**config.mk**
```make
export PLATFORM = sky130hd
export DESIGN_NAME = crc_data_append
export DESIGN_NICKNAME = d
export VERILOG_FILES = /design/src/rtl/crc_data_append.sv
export SDC_FILE = /design/constraint.sdc
export NUM_CORES = 1
export LEC_CHECK = 0
export CORE_MARGIN = 3
export CORE_UTILIZATION = 36
export CTS_CLUSTER_SIZE = 28
export DETAILED_ROUTE_END_ITERATION = 10
export PLACE_DENSITY_LB_ADDON = 0.15
export SLEW_MARGIN = 10
export SYNTH_ARGS = -nofsm -noshare
export SYNTH_HDL_FRONTEND = slang
export SYNTH_SLANG_ARGS = --single-unit
```
**constraint.sdc**
```tcl
create_clock -name iClk -period 2.8 [get_ports iClk]
set_input_delay 0.42 -clock iClk [delete_from_list [all_inputs] [get_ports iClk]]
set_output_delay 0.42 -clock iClk [all_outputs]
set_load 0.005 [all_outputs]
```
**src/rtl/crc_data_append.sv**
```systemverilog
// rtl/crc_data_append.sv - transmit-side CRC-16 generator that forwards packet words and appends a trailer.
// Single registered output stage; one trailer beat {16'h0000, crc} follows every completed packet.
module crc_data_append #(
    parameter logic [15:0] CRC_POLY = 16'h1021,
    parameter logic [15:0] CRC_INIT = 16'hFFFF
) (
    input  logic        iClk,
    input  logic        iRst_n,
    input  logic        iWrSop,
    input  logic        iWrEop,
    input  logic        iWrVld,
    input  logic [31:0] iWrData,
    output logic        oWrReady,
    output logic        oWrSop,
    output logic        oWrEop,
    output logic        oWrVld,
    output logic        oWrLast,
    output logic [31:0] oWrData,
    output logic        oAbort,
    input  logic        iReady
);

    typedef enum logic [1:0] {
        IDLE   = 2'd0,
        DATA   = 2'd1,
        APPEND = 2'd2
    } state_t;

    state_t      state_q, state_d;
    logic [15:0] crc_q, crc_d;
    logic        vld_q, vld_d;
    logic        sop_q, sop_d;
    logic        eop_q, eop_d;
    logic        last_q, last_d;
    logic [31:0] data_q, data_d;
    logic        abort_q, abort_d;
    logic        wr_ready;
    logic        accept;
    logic        out_free;

    // MSB-first bit-serial CRC over one 32-bit word, unrolled into combinational logic.
    function automatic logic [15:0] crc_step(input logic [15:0] crc_in, input logic [31:0] d);
        logic [15:0] c;
        logic        fb;
        c = crc_in;
        for (int i = 31; i >= 0; i--) begin
            fb = c[15] ^ d[i];
            c  = {c[14:0], 1'b0} ^ (fb ? CRC_POLY : 16'h0000);
        end
        return c;
    endfunction

    assign out_free = !vld_q || iReady;
    assign wr_ready = (state_q != APPEND) && out_free;
    assign accept   = iWrVld && wr_ready;

    always_comb begin
        state_d = state_q;
        crc_d   = crc_q;
        vld_d   = vld_q;
        sop_d   = sop_q;
        eop_d   = eop_q;
        last_d  = last_q;
        data_d  = data_q;
        abort_d = 1'b0;

        if (vld_q && iReady) begin
            vld_d = 1'b0;
        end

        case (state_q)
            IDLE: begin
                // Words arriving outside a packet are swallowed without touching the CRC.
                if (accept && iWrSop) begin
                    vld_d   = 1'b1;
                    sop_d   = 1'b1;
                    eop_d   = 1'b0;
                    last_d  = 1'b0;
                    data_d  = iWrData;
                    crc_d   = crc_step(CRC_INIT, iWrData);
                    state_d = iWrEop ? APPEND : DATA;
                end
            end
            DATA: begin
                if (accept) begin
                    vld_d  = 1'b1;
                    sop_d  = iWrSop;
                    eop_d  = 1'b0;
                    last_d = 1'b0;
                    data_d = iWrData;
                    if (iWrSop) begin
                        abort_d = 1'b1;
                        crc_d   = crc_step(CRC_INIT, iWrData);
                    end else begin
                        crc_d   = crc_step(crc_q, iWrData);
                    end
                    if (iWrEop) begin
                        state_d = APPEND;
                    end
                end
            end
            APPEND: begin
                if (out_free) begin
                    vld_d   = 1'b1;
                    sop_d   = 1'b0;
                    eop_d   = 1'b1;
                    last_d  = 1'b1;
                    data_d  = {16'h0000, crc_q};
                    crc_d   = CRC_INIT;
                    state_d = IDLE;
                end
            end
            default: begin
                state_d = IDLE;
                crc_d   = CRC_INIT;
            end
        endcase
    end

    always_ff @(posedge iClk or negedge iRst_n) begin
        if (!iRst_n) begin
            state_q <= IDLE;
            crc_q   <= CRC_INIT;
            vld_q   <= 1'b0;
            sop_q   <= 1'b0;
            eop_q   <= 1'b0;
            last_q  <= 1'b0;
            data_q  <= 32'h0;
            abort_q <= 1'b0;
        end else begin
            state_q <= state_d;
            crc_q   <= crc_d;
            vld_q   <= vld_d;
            sop_q   <= sop_d;
            eop_q   <= eop_d;
            last_q  <= last_d;
            data_q  <= data_d;
            abort_q <= abort_d;
        end
    end

    assign oWrReady = wr_ready;
    assign oWrVld   = vld_q;
    assign oWrSop   = sop_q;
    assign oWrEop   = eop_q;
    assign oWrLast  = last_q;
    assign oWrData  = data_q;
    assign oAbort   = abort_q;

endmodule

```
==> results of run 1 <==
-- registers in the layout (all words and copies together), names as in the netlist --
name,flops
state_q,2
oWrSop,1
oWrEop,1
oAbort,1
oWrVld,1
oWrData,32
crc_q,16
-- cells by family after synthesis --
group	after synthesis
mux	19
xor+xnor	153
fa+ha+maj	4
compound gates	77
simple gates	82
flops	54
buf+inv	33
-- placed cells by master (no fill, tap or decap), drive strengths merged, types with 2 or more instances in the layout --
| cell type | n |
|---|---|
| inv | 3 |
| clkbuf | 5 |
| o21ai | 42 |
| nand2 | 55 |
| nor2b | 4 |
| nand2b | 3 |
| nand3 | 2 |
| a21oi | 6 |
| buf | 118 |
| xor2 | 25 |
| xnor2 | 81 |
| xnor3 | 40 |
| dfrtp | 38 |
| clkdlybuf4s50 | 69 |
| nor2 | 9 |
| o21a | 9 |
| a31oi | 2 |
| ha | 4 |
| xor3 | 7 |
| dfstp | 16 |
| mux2i | 18 |
| dlymetal6s2s | 4 |
| o221ai | 9 |
| nor3 | 3 |
| o22ai | 3 |
-- through the flow --
step	instances	setup slack, ns
2_1_floorplan	422	0.0352
6_report	760	0.0167
5_1_grt	760	-0.0431
3_5_place_dp	736	-0.356
4_1_cts	746	-0.00646
3_3_place_gp	736	-0.326
-- repair_timing --
item                       CTS  global route
gates resized for setup      5            36
setup endpoints to repair    2            13
pin swaps                    3            18
hold buffers                 0             0
setup buffers                2            14
-- cell type report --
type / instances / share of cell area
Clock inverter: 3 / 0.00729
Inverter: 3 / 0.00168
Clock buffer: 5 / 0.0187
Tap cell: 168 / 0.0314
Timing Repair Buffer: 192 / 0.249
Multi-Input combinational cell: 335 / 0.487
Sequential cell: 54 / 0.205
-- how the worst max path moves through the flow --
stage,from,end,slack [ns]
after floorplan,iWrData[29],crc_q[5]$_DFFE_PN1P_,0.04
after global placement,iWrData[25],crc_q[5]$_DFFE_PN1P_,-0.33
final,crc_q[9]$_DFFE_PN1P_,crc_q[14]$_DFFE_PN1P_,0.02
after detailed placement,iWrData[25],crc_q[5]$_DFFE_PN1P_,-0.36
after CTS,iWrData[25],crc_q[5]$_DFFE_PN1P_,-0.006
after global routing,iWrData[27],crc_q[6]$_DFFE_PN1P_,-0.04
-- where the power goes --
part	internal, µW	switching (µW)	total [µW]	leakage (µW)
Sequential	1200	256	1460	0.000637
Combinational	6090	4020	10100	0.00239
Clock	429	327	756	0.0000819
Total	7720	4600	12300	0.00311
-- metal layers --
metal | part of all wire | up-vias | GRT usage
met2 | 0.48 | 116 | 0.336
met4 | 0.019 | 0 | 0.0543
li1 | - | 1769 | -
met3 | 0.055 | 20 | 0.0389
met5 | 0 | - | 0
met1 | 0.44 | 1740 | 0.259
==> summary.log, run 1 <==
[critical_path] startpoint of the most critical register-to-register path crc_q[9]$_DFFE_PN1P_
[synthesis] net count after synthesis 464
[global_routing] global-route total usage across every layer 0.198
[synthesis] sequential element share of the synthesized area 0.298
[clock_network] TritonCTS clock tree built
[timing] Final Slew Violations 0
[drt] 1st-iter DRT viols 224
[drt] residual DRC count 0
[global_routing] global-route wire length before repair 21300 µm
[clock_network] TritonCTS Buffers 5
[timing] final-layout worst hold slack 0.263 ns
[timing] Tcrit/Tclk final 0.994
[finish] count of nets after finishing 633
[place] port buffer count 75
[synthesis] most common cell in the netlist sky130_fd_sc_hd__xnor2_1
[drt] Vias/cell 4.80
[critical_path] kind of cell adding the most delay to the critical path XOR/XNOR gates
[global_routing] number of global-route vias before repair 3690
[place] Post-DP Area 0.00620 mm²
[synthesis] Post-Synth Adder-Cell Area 0.0109
[place] placed wire-length estimate 11100 µm
[synthesis] top post-synthesis cells by count sky130_fd_sc_hd__xnor2_1 (79), sky130_fd_sc_hd__nand2_1 (55), sky130_fd_sc_hd__o21ai_0 (42), sky130_fd_sc_hd__dfrtp_1 (38), sky130_fd_sc_hd__xnor3_1 (38)
[finish] diode count 0
[place] Final GP Congestion 0.915
[synthesis] synthesized-area fraction occupied by ao, oa, aoi and oai cells 0.103
[finish] post-synthesis to final-layout area growth 45.6%
[power] Peak supply drop 0.00124 V
[critical_path] highest-delay cell along the critical path sky130_fd_sc_hd__dfstp_2
[timing] number of failing setup endpoints in the final timing report 0
[global_routing] maximum number of pins on one net before global-route repair 69
[synthesis] fraction of post-synthesis cell area in the top cell type by area 0.207
[synthesis] cell type contributing the most total cell area after synthesis sky130_fd_sc_hd__dfrtp_1
[synthesis] dominant cells by area after synthesis sky130_fd_sc_hd__dfrtp_1 (21%), sky130_fd_sc_hd__xnor3_1 (19%), sky130_fd_sc_hd__xnor2_1 (15%), sky130_fd_sc_hd__dfstp_2 (9.1%), sky130_fd_sc_hd__o21ai_0 (4.6%)
[timing] unrepaired setup endpoints after global routing yes
[critical_path] maximum net fanout on the critical path 3
[synthesis] main combinational cell family by area after synthesis XOR/XNOR gates
[critical_path] capturing element type of the critical path register
[clock_network] CTS sink cnt 54
[critical_path] arrival time of data at the critical path endpoint 3.04 ns
[timing] worst max-slew margin expressed relative to the limit 0.352
[floorplanning] num rows 40
[power] post-layout total power 12300 µW
[critical_path] nature of the critical path startpoint register
[synthesis] multiplexer area fraction after synthesis 0.0416
[global_routing] number of antenna violations at the first check in global routing 0
[floorplanning] Horiz. Die Dim 119 µm
[finish] total of fill cells in the finished design 1132
[power] total leakage power 0.00311 µW
[synthesis] simple-gate share of the synthesized area 0.0770
[finish] final core utilization 0.546
[clock_network] Clock Latency Late Sink 0.31 ns
[floorplanning] vertical die dimension 119 µm
[finish] fraction of layout instances using a drive strength above 1 0.299
[timing] Worst Skew 0.00469 ns
[critical_path] Largest stage delay, worst path 0.57 ns
[critical_path] terminus of the critical flop-to-flop path crc_q[14]$_DFFE_PN1P_
[timing] final hold violation count 0
[clock_network] clock tree root buffer cell sky130_fd_sc_hd__clkbuf_16
[synthesis] async set-reset flop share out of synthesis 1.00
[finish] area occupied by registers 0.00137 mm²
[timing] highest achievable clock rate 359 MHz
[critical_path] register-to-register setup slack 0.02 ns
[floorplanning] Core ar. 0.0123 mm²
[clock_network] H-tree level count 2
[critical_path] required arrival time at the worst endpoint 3.05 ns
[synthesis] syn avg cell area 10.9 µm²
[clock_network] CTS clock-pin slew for the worst setup and hold paths 0.08 ns
[global_routing] GR Overflow Total 0
[floorplanning] die area 0.0142 mm²
[drt] WL/cell 18.4 µm
[synthesis] area share of xor/xnor cells in the synthesized design 0.440
[drt] routed via count 3645
[critical_path] ordered cell list for the critical path xnor2_2 -> buf_4 -> xnor3_2 -> xnor2_2 -> buf_4 -> xnor3_1 -> xnor3_1 -> o221ai_2 -> o21a_1
[drt] Detailed Route WL 14000 µm
[critical_path] Crit Path Category reg -> reg
[drt] residual antenna-violating net count after detailed routing 0
[floorplanning] number of placed I/O pins 76
[drt] number of iterations in the first detailed-routing pass 5
[power] areal power density over the cells 1840 mW/mm²
[synthesis] cells after synthesis 422
[synthesis] number of enable-type register cells in the synthesized netlist 0
[synthesis] predominant post-synthesis flop cell sky130_fd_sc_hd__dfrtp_1
[timing] slew at the pin closest to its max-slew limit 0.972 ns
[clock_network] CTS Buffer Depth 2
[synthesis] number of synthesized register bits 54
[min_path] Hold Path Class in -> async
[synthesis] area of the mapped netlist 0.00460 mm²
[synthesis] count of distinct cell types in the synthesized netlist 42
[finish] total area of multi-input combinational cells 0.00326 mm²
[critical_path] logic depth of the worst path, buffers included 9
[finish] Post-Layout Inst Area 0.00669 mm²
[status] run status completed
[critical_path] FF-to-FF path depth 9
[synthesis] synthesis warning total 0
[job] reported max-cap violation count 0
[timing] shortest period the worst path allows 2.78 ns
[floorplanning] initial core utilization 0.375
[critical_path] buffers and inverters on the worst path 2
[timing] Total Negative Setup Slacks 0 ns
(Power assumes the default switching activity.)
==> run 2: changes to the inputs <==
==> constraint.sdc (replaced) <==
create_clock -name iClk -period 3.35 [get_ports iClk]
set_input_delay 0.5025 -clock iClk [delete_from_list [all_inputs] [get_ports iClk]]
set_output_delay 0.5025 -clock iClk [all_outputs]
set_load 0.005 [all_outputs]
==> run 2 against run 1 <==
  * Clock power down 31%
  * Combinational power down 32%
  * Critical endpoint is now crc_q[5]$_DFFE_PN1P_
  * Sequential power down 16%
  * Flip-flop and latch count unchanged
  * Core utilization down 6.6 points
  * Final area down 12%
==> summary.log, run 2 (same netlist as run 1, synthesis figures left out) <==
[timing] Tcrit/Tclk final 0.899
[clock_network] CTS sink cnt 54
[floorplanning] Core ar. 0.0123 mm²
[global_routing] GR Overflow Total 0
[floorplanning] number of placed I/O pins 76
[critical_path] Largest stage delay, worst path 0.51 ns
[clock_network] H-tree level count 2
[global_routing] number of antenna violations at the first check in global routing 0
[power] total leakage power 0.00262 µW
[clock_network] Clock Latency Late Sink 0.30 ns
[finish] final core utilization 0.480
[timing] final hold violation count 0
[critical_path] nature of the critical path startpoint input pin
[drt] number of iterations in the first detailed-routing pass 4
[drt] detailed-routed wire length on met3 542 µm
[timing] highest achievable clock rate 332 MHz
[floorplanning] initial core utilization 0.375
[drt] uppermost layer routed met4
[drt] residual antenna-violating net count after detailed routing 0
[timing] slew at the pin closest to its max-slew limit 1.06 ns
[critical_path] ordered cell list for the critical path clkdlybuf4s50_1 -> xnor2_2 -> xnor3_2 -> xnor2_2 -> xnor3_2 -> xnor3_1 -> or3_1 -> o211ai_2
[clock_network] number of hold buffers added after CTS 0
[timing] shortest period the worst path allows 3.01 ns
[finish] leading cell types in the layout, fill and taps excluded sky130_fd_sc_hd__xnor2_1 (79), sky130_fd_sc_hd__clkdlybuf4s50_1 (74), sky130_fd_sc_hd__nand2_1 (55)
[clock_network] CTS Buffer Depth 2
[timing] Worst Skew 0.00611 ns
[critical_path] capturing element type of the critical path register
[critical_path] maximum net fanout on the critical path 4
[clock_network] CTS clock-pin slew for the worst setup and hold paths 0.07 ns
[timing] number of failing setup endpoints in the final timing report 0
[finish] count of nets after finishing 558
[clock_network] TritonCTS Buffers 5
[critical_path] required arrival time at the worst endpoint 3.58 ns
[drt] routed length on met2 6150 µm
[floorplanning] die area 0.0142 mm²
[drt] routed via count 3297
[clock_network] cts repair resizes 0
[place] Final GP Congestion 0.944
[status] run status completed
[drt] Vias/cell 4.81
[clock_network] TritonCTS clock tree built
[floorplanning] vertical die dimension 119 µm
[drt] 1st-iter DRT viols 225
[timing] unrepaired setup endpoints after global routing no
[place] placed wire-length estimate 10700 µm
[drt] Post-Route M1 WL 6230 µm
[job] reported max-cap violation count 0
[critical_path] highest-delay cell along the critical path sky130_fd_sc_hd__xnor3_2
[finish] most common library cell in the layout ignoring fill and taps sky130_fd_sc_hd__xnor2_1
[finish] fraction of layout instances using a drive strength above 1 0.145
[global_routing] number of global-route vias before repair 3474
[clock_network] clock tree root buffer cell sky130_fd_sc_hd__clkbuf_16
[critical_path] register-to-register setup slack 0.42 ns
[global_routing] maximum number of pins on one net before global-route repair 69
[clock_network] postcts setup bufs 0
[timing] worst max-slew margin expressed relative to the limit 0.293
[drt] WL/cell 19.2 µm
[critical_path] Crit Path Category in -> reg
[finish] max reg flops 32
[timing] Total Negative Setup Slacks 0 ns
[finish] diode count 0
[global_routing] global-route total usage across every layer 0.189
[critical_path] arrival time of data at the critical path endpoint 3.24 ns
[min_path] Hold Path Class in -> async
[timing] Final Slew Violations 0
[drt] residual DRC count 0
[power] areal power density over the cells 1460 mW/mm²
[floorplanning] num rows 40
[finish] total of fill cells in the finished design 1152
[place] port buffer count 75
[power] Peak supply drop 0.000912 V
[drt] Detailed Route WL 13100 µm
[floorplanning] Horiz. Die Dim 119 µm
[global_routing] global-route wire length before repair 20600 µm
[finish] post-synthesis to final-layout area growth 28.1%
-- run 2: path summary, 6_finish.rpt --
check / depth (start not counted) / to / startpoint
min reg2reg: 2 / oWrData[10]$_DFFE_PN0P_ / oWrData[10]$_DFFE_PN0P_
max reg2reg: 7 / crc_q[5]$_DFFE_PN1P_ / crc_q[13]$_DFFE_PN1P_
max: 8 / crc_q[5]$_DFFE_PN1P_ / iWrData[25]
min in group iClk: 2 / oWrData[10]$_DFFE_PN0P_ / oWrData[10]$_DFFE_PN0P_
min: 1 / oWrData[22]$_DFFE_PN0P_ / iRst_n
max in group asynchronous: 2 / crc_q[10]$_DFFE_PN1P_ / iRst_n
-- run 2: critical path, delay by kind of cell --
| kind | cells | cell delay (ns) |
|---|---|---|
| compound gates | 1 | 0.15 |
| xor+xnor | 5 | 1.76 |
| buf+inv | 1 | 0.46 |
| simple gates | 1 | 0.37 |
-- run 2: final cells by class --
cell class	count	area, µm²	area share
Sequential cell	54	1370	0.233
Clock buffer	6	129	0.0219
Timing Repair Buffer	117	1060	0.180
Multi-Input combinational cell	335	3090	0.525
Tap cell	168	210	0.0357
Clock inverter	2	13.8	0.00234
Inverter	3	11.3	0.00191
-- run 2: where the power goes --
group          internal (µW)  leakage, µW  switching, µW  total [µW]
Sequential              1000     0.000637            224        1230
Combinational           3920      0.00191           2900        6820
Clock                    278    0.0000708            244         523
-- run 2: routing by layer --
| layer | global-route usage | up-vias |
|---|---|---|
| met4 | 0.0420 | 0 |
| met1 | 0.264 | 1578 |
| met5 | 0 | - |
| li1 | - | 1621 |
| met3 | 0.0266 | 16 |
| met2 | 0.314 | 82 |
-- run 2: metrics by stage --
| stage | power [µW] | setup WS, ns | hold WS [ns] | cell area, µm² | cells |
|---|---|---|---|---|---|
| after detailed placement | 8020 | 0.0376 | 0.469 | 5750 | 677 |
| final | 8570 | 0.338 | 0.396 | 5890 | 685 |
| after CTS | 8600 | 0.332 | 0.437 | 5890 | 685 |
| after global placement | 7980 | 0.0678 | 0.461 | 5750 | 677 |
| after floorplan | 6030 | 0.339 | 0.207 | 4600 | 422 |
| after global routing | 9140 | 0.198 | 0.496 | 5890 | 685 |
==> run 3: changes to the inputs <==
--- a/config.mk
+++ b/config.mk
@@ -6,7 +6,7 @@
 export NUM_CORES = 1
 export LEC_CHECK = 0
 export CORE_MARGIN = 3
-export CORE_UTILIZATION = 36
+export CORE_UTILIZATION = 45
 export CTS_CLUSTER_SIZE = 28
 export DETAILED_ROUTE_END_ITERATION = 10
 export PLACE_DENSITY_LB_ADDON = 0.15
==> run 3 against run 2 <==
  * Die area is 19% lower
  * Fmax is 1.7% lower
  * Combinational power is 2% lower
  * Core utilization is 10 points higher
  * Sequential power hardly changed
  * Register-to-register slack worse by 0.07 ns
  * Clock power is 11% lower
  * Sequential share of layout area is 0.48 points higher
  * Flip-flop and latch count stayed put
  * Cell count is 6.0% lower
  * Critical endpoint unchanged
  * Via count is 1.0% higher
  * Global-route usage is 4.3 points higher
  * Largest cell class unchanged
==> summary.log, run 3 (same netlist as run 1, synthesis figures left out) <==
[status] run status completed
[finish] total of fill cells in the finished design 854
[timing] worst max-slew margin expressed relative to the limit 0.277
[drt] residual antenna-violating net count after detailed routing 0
[critical_path] terminus of the critical flop-to-flop path crc_q[5]$_DFFE_PN1P_
[critical_path] critical path capture point crc_q[5]$_DFFE_PN1P_
[critical_path] kind of cell adding the most delay to the critical path XOR/XNOR gates
[critical_path] ordered cell list for the critical path clkdlybuf4s50_1 -> xnor2_2 -> xnor3_2 -> xnor2_2 -> xnor3_2 -> xnor3_1 -> or3_1 -> o211ai_2
[global_routing] GR Overflow Total 0
[floorplanning] Horiz. Die Dim 107 µm
[clock_network] Clock Latency Late Sink 0.32 ns
[power] Peak supply drop 0.00150 V
[timing] Total Negative Setup Slacks 0 ns
[timing] final hold violation count 0
[critical_path] Largest stage delay, worst path 0.52 ns
[critical_path] launch point of the worst path iWrData[25]
[timing] setup ws final 0.286 ns
[critical_path] maximum net fanout on the critical path 4
[timing] number of failing setup endpoints in the final timing report 0
[clock_network] number of hold buffers added after CTS 0
[timing] highest achievable clock rate 326 MHz
[global_routing] global-route wire length before repair 20000 µm
[job] reported max-cap violation count 0
[clock_network] cts repair resizes 0
[critical_path] nature of the critical path startpoint input pin
[finish] final core utilization 0.585
[critical_path] startpoint of the most critical register-to-register path crc_q[9]$_DFFE_PN1P_
[finish] post-synthesis to final-layout area growth 25.5%
[place] port buffer count 75
[timing] slew at the pin closest to its max-slew limit 1.08 ns
[timing] Worst Skew 0.00887 ns
[finish] max reg flops 32
[critical_path] FF-to-FF path depth 7
[floorplanning] initial core utilization 0.466
[critical_path] buffers and inverters on the worst path 1
[floorplanning] die area 0.0115 mm²
[clock_network] CTS sink cnt 54
[finish] Post-Layout Inst Area 0.00577 mm²
[drt] Detailed Route WL 12800 µm
[global_routing] global-route total usage across every layer 0.232
[finish] diode count 0
[clock_network] postcts setup bufs 0
[critical_path] arrival time of data at the critical path endpoint 3.32 ns
[power] post-layout total power 8350 µW
[drt] WL/cell 19.9 µm
[drt] residual DRC count 0
[place] Post-DP Area 0.00566 mm²
[critical_path] capturing element type of the critical path register
[power] areal power density over the cells 1450 mW/mm²
[clock_network] CTS Buffer Depth 2
[finish] count of nets after finishing 552
[clock_network] TritonCTS Buffers 5
[timing] unrepaired setup endpoints after global routing no
[floorplanning] number of placed I/O pins 76
[clock_network] CTS clock-pin slew for the worst setup and hold paths 0.11 ns
[clock_network] TritonCTS clock tree built
[critical_path] highest-delay cell along the critical path sky130_fd_sc_hd__xnor3_2
[drt] number of iterations in the first detailed-routing pass 4
[critical_path] register-to-register setup slack 0.35 ns
[global_routing] maximum number of pins on one net before global-route repair 69
[critical_path] logic depth of the worst path, buffers included 8
[drt] Vias/cell 5.17
[floorplanning] vertical die dimension 107 µm
[power] total leakage power 0.00257 µW
[critical_path] required arrival time at the worst endpoint 3.60 ns
[min_path] Hold Path Class in -> async
[floorplanning] num rows 36
[drt] 1st-iter DRT viols 174
[timing] Tcrit/Tclk final 0.915
[floorplanning] Core ar. 0.00986 mm²
[global_routing] number of antenna violations at the first check in global routing 0
[clock_network] clock tree root buffer cell sky130_fd_sc_hd__clkbuf_8
[finish] most common library cell in the layout ignoring fill and taps sky130_fd_sc_hd__xnor2_1
[timing] Final Slew Violations 0
[finish] leading cell types in the layout, fill and taps excluded sky130_fd_sc_hd__xnor2_1 (79), sky130_fd_sc_hd__clkdlybuf4s50_1 (74), sky130_fd_sc_hd__nand2_1 (55)
[timing] shortest period the worst path allows 3.06 ns
[place] Final GP Congestion 0.895
[drt] routed via count 3331
[place] Setup WS pre-CTS -0.0285 ns
[clock_network] H-tree level count 2
[global_routing] number of global-route vias before repair 3402
[finish] fraction of layout instances using a drive strength above 1 0.137
[critical_path] Crit Path Category in -> reg
[place] placed wire-length estimate 10300 µm
run 3: cell types whose count changed in the layout (fill, tap and decap cells not counted):
cell | previous run | this run
sky130_fd_sc_hd__clkbuf_1 | 1 | 0
sky130_fd_sc_hd__clkbuf_16 | 5 | 0
sky130_fd_sc_hd__bufinv_16 | 0 | 1
sky130_fd_sc_hd__clkbuf_8 | 0 | 5
sky130_fd_sc_hd__inv_6 | 0 | 1
sky130_fd_sc_hd__clkinv_4 | 1 | 0
sky130_fd_sc_hd__buf_4 | 42 | 36
run 3: routing by layer:
metal / up-vias / track usage / part of all wire
met5: - / 0 / 0
met4: 0 / 0.0548 / 0.019
met3: 15 / 0.0331 / 0.060
met2: 113 / 0.387 / 0.48
met1: 1596 / 0.322 / 0.44
li1: 1607 / - / -
run 3: through the flow:
stage / instances / hold WS [ns]
final: 644 / 0.370
after global routing: 644 / 0.443
after CTS: 644 / 0.412
after detailed placement: 636 / 0.470
after global placement: 636 / 0.460
after floorplan: 422 / 0.207
run 3: worst reg2reg max path: cells and delay by family (launching register included):
family | cells | cell delay, ns
xor gates and xnor gates | 5 | 1.72
DFF | 1 | 0.66
and+or+nand+nor | 1 | 0.39
AOI/OAI and AO/OA | 1 | 0.16
run 3: report_power, final:
group	total, µW	internal [µW]	switching, µW
logic	6650	3810	2850
clock network	465	225	240
registers	1230	1000	229
total	8350	5030	3310
run 3: layout make-up:
| type | instances | area [µm²] | share of cell area |
|---|---|---|---|
| Inverter | 3 | 11.3 | 0.00195 |
| Sequential cell | 54 | 1370 | 0.238 |
| Timing Repair Buffer | 111 | 1020 | 0.176 |
| Tap cell | 133 | 166 | 0.0288 |
| Clock buffer | 5 | 68.8 | 0.0119 |
| Multi-Input combinational cell | 335 | 3090 | 0.536 |
| Clock inverter | 3 | 43.8 | 0.00759 |
run 3: how the worst min path moves through the flow:
stage / depth (start not counted) / from / endpoint
2_1_floorplan: 0 / iRst_n / oAbort$_DFF_PN0_
3_3_place_gp: 2 / oWrData[19]$_DFFE_PN0P_ / oWrData[19]$_DFFE_PN0P_
3_5_place_dp: 2 / oWrData[16]$_DFFE_PN0P_ / oWrData[16]$_DFFE_PN0P_
4_1_cts: 1 / iRst_n / oWrData[17]$_DFFE_PN0P_
5_1_grt: 1 / iRst_n / oWrData[17]$_DFFE_PN0P_
6_report: 1 / iRst_n / oWrEop$_DFFE_PN0P_
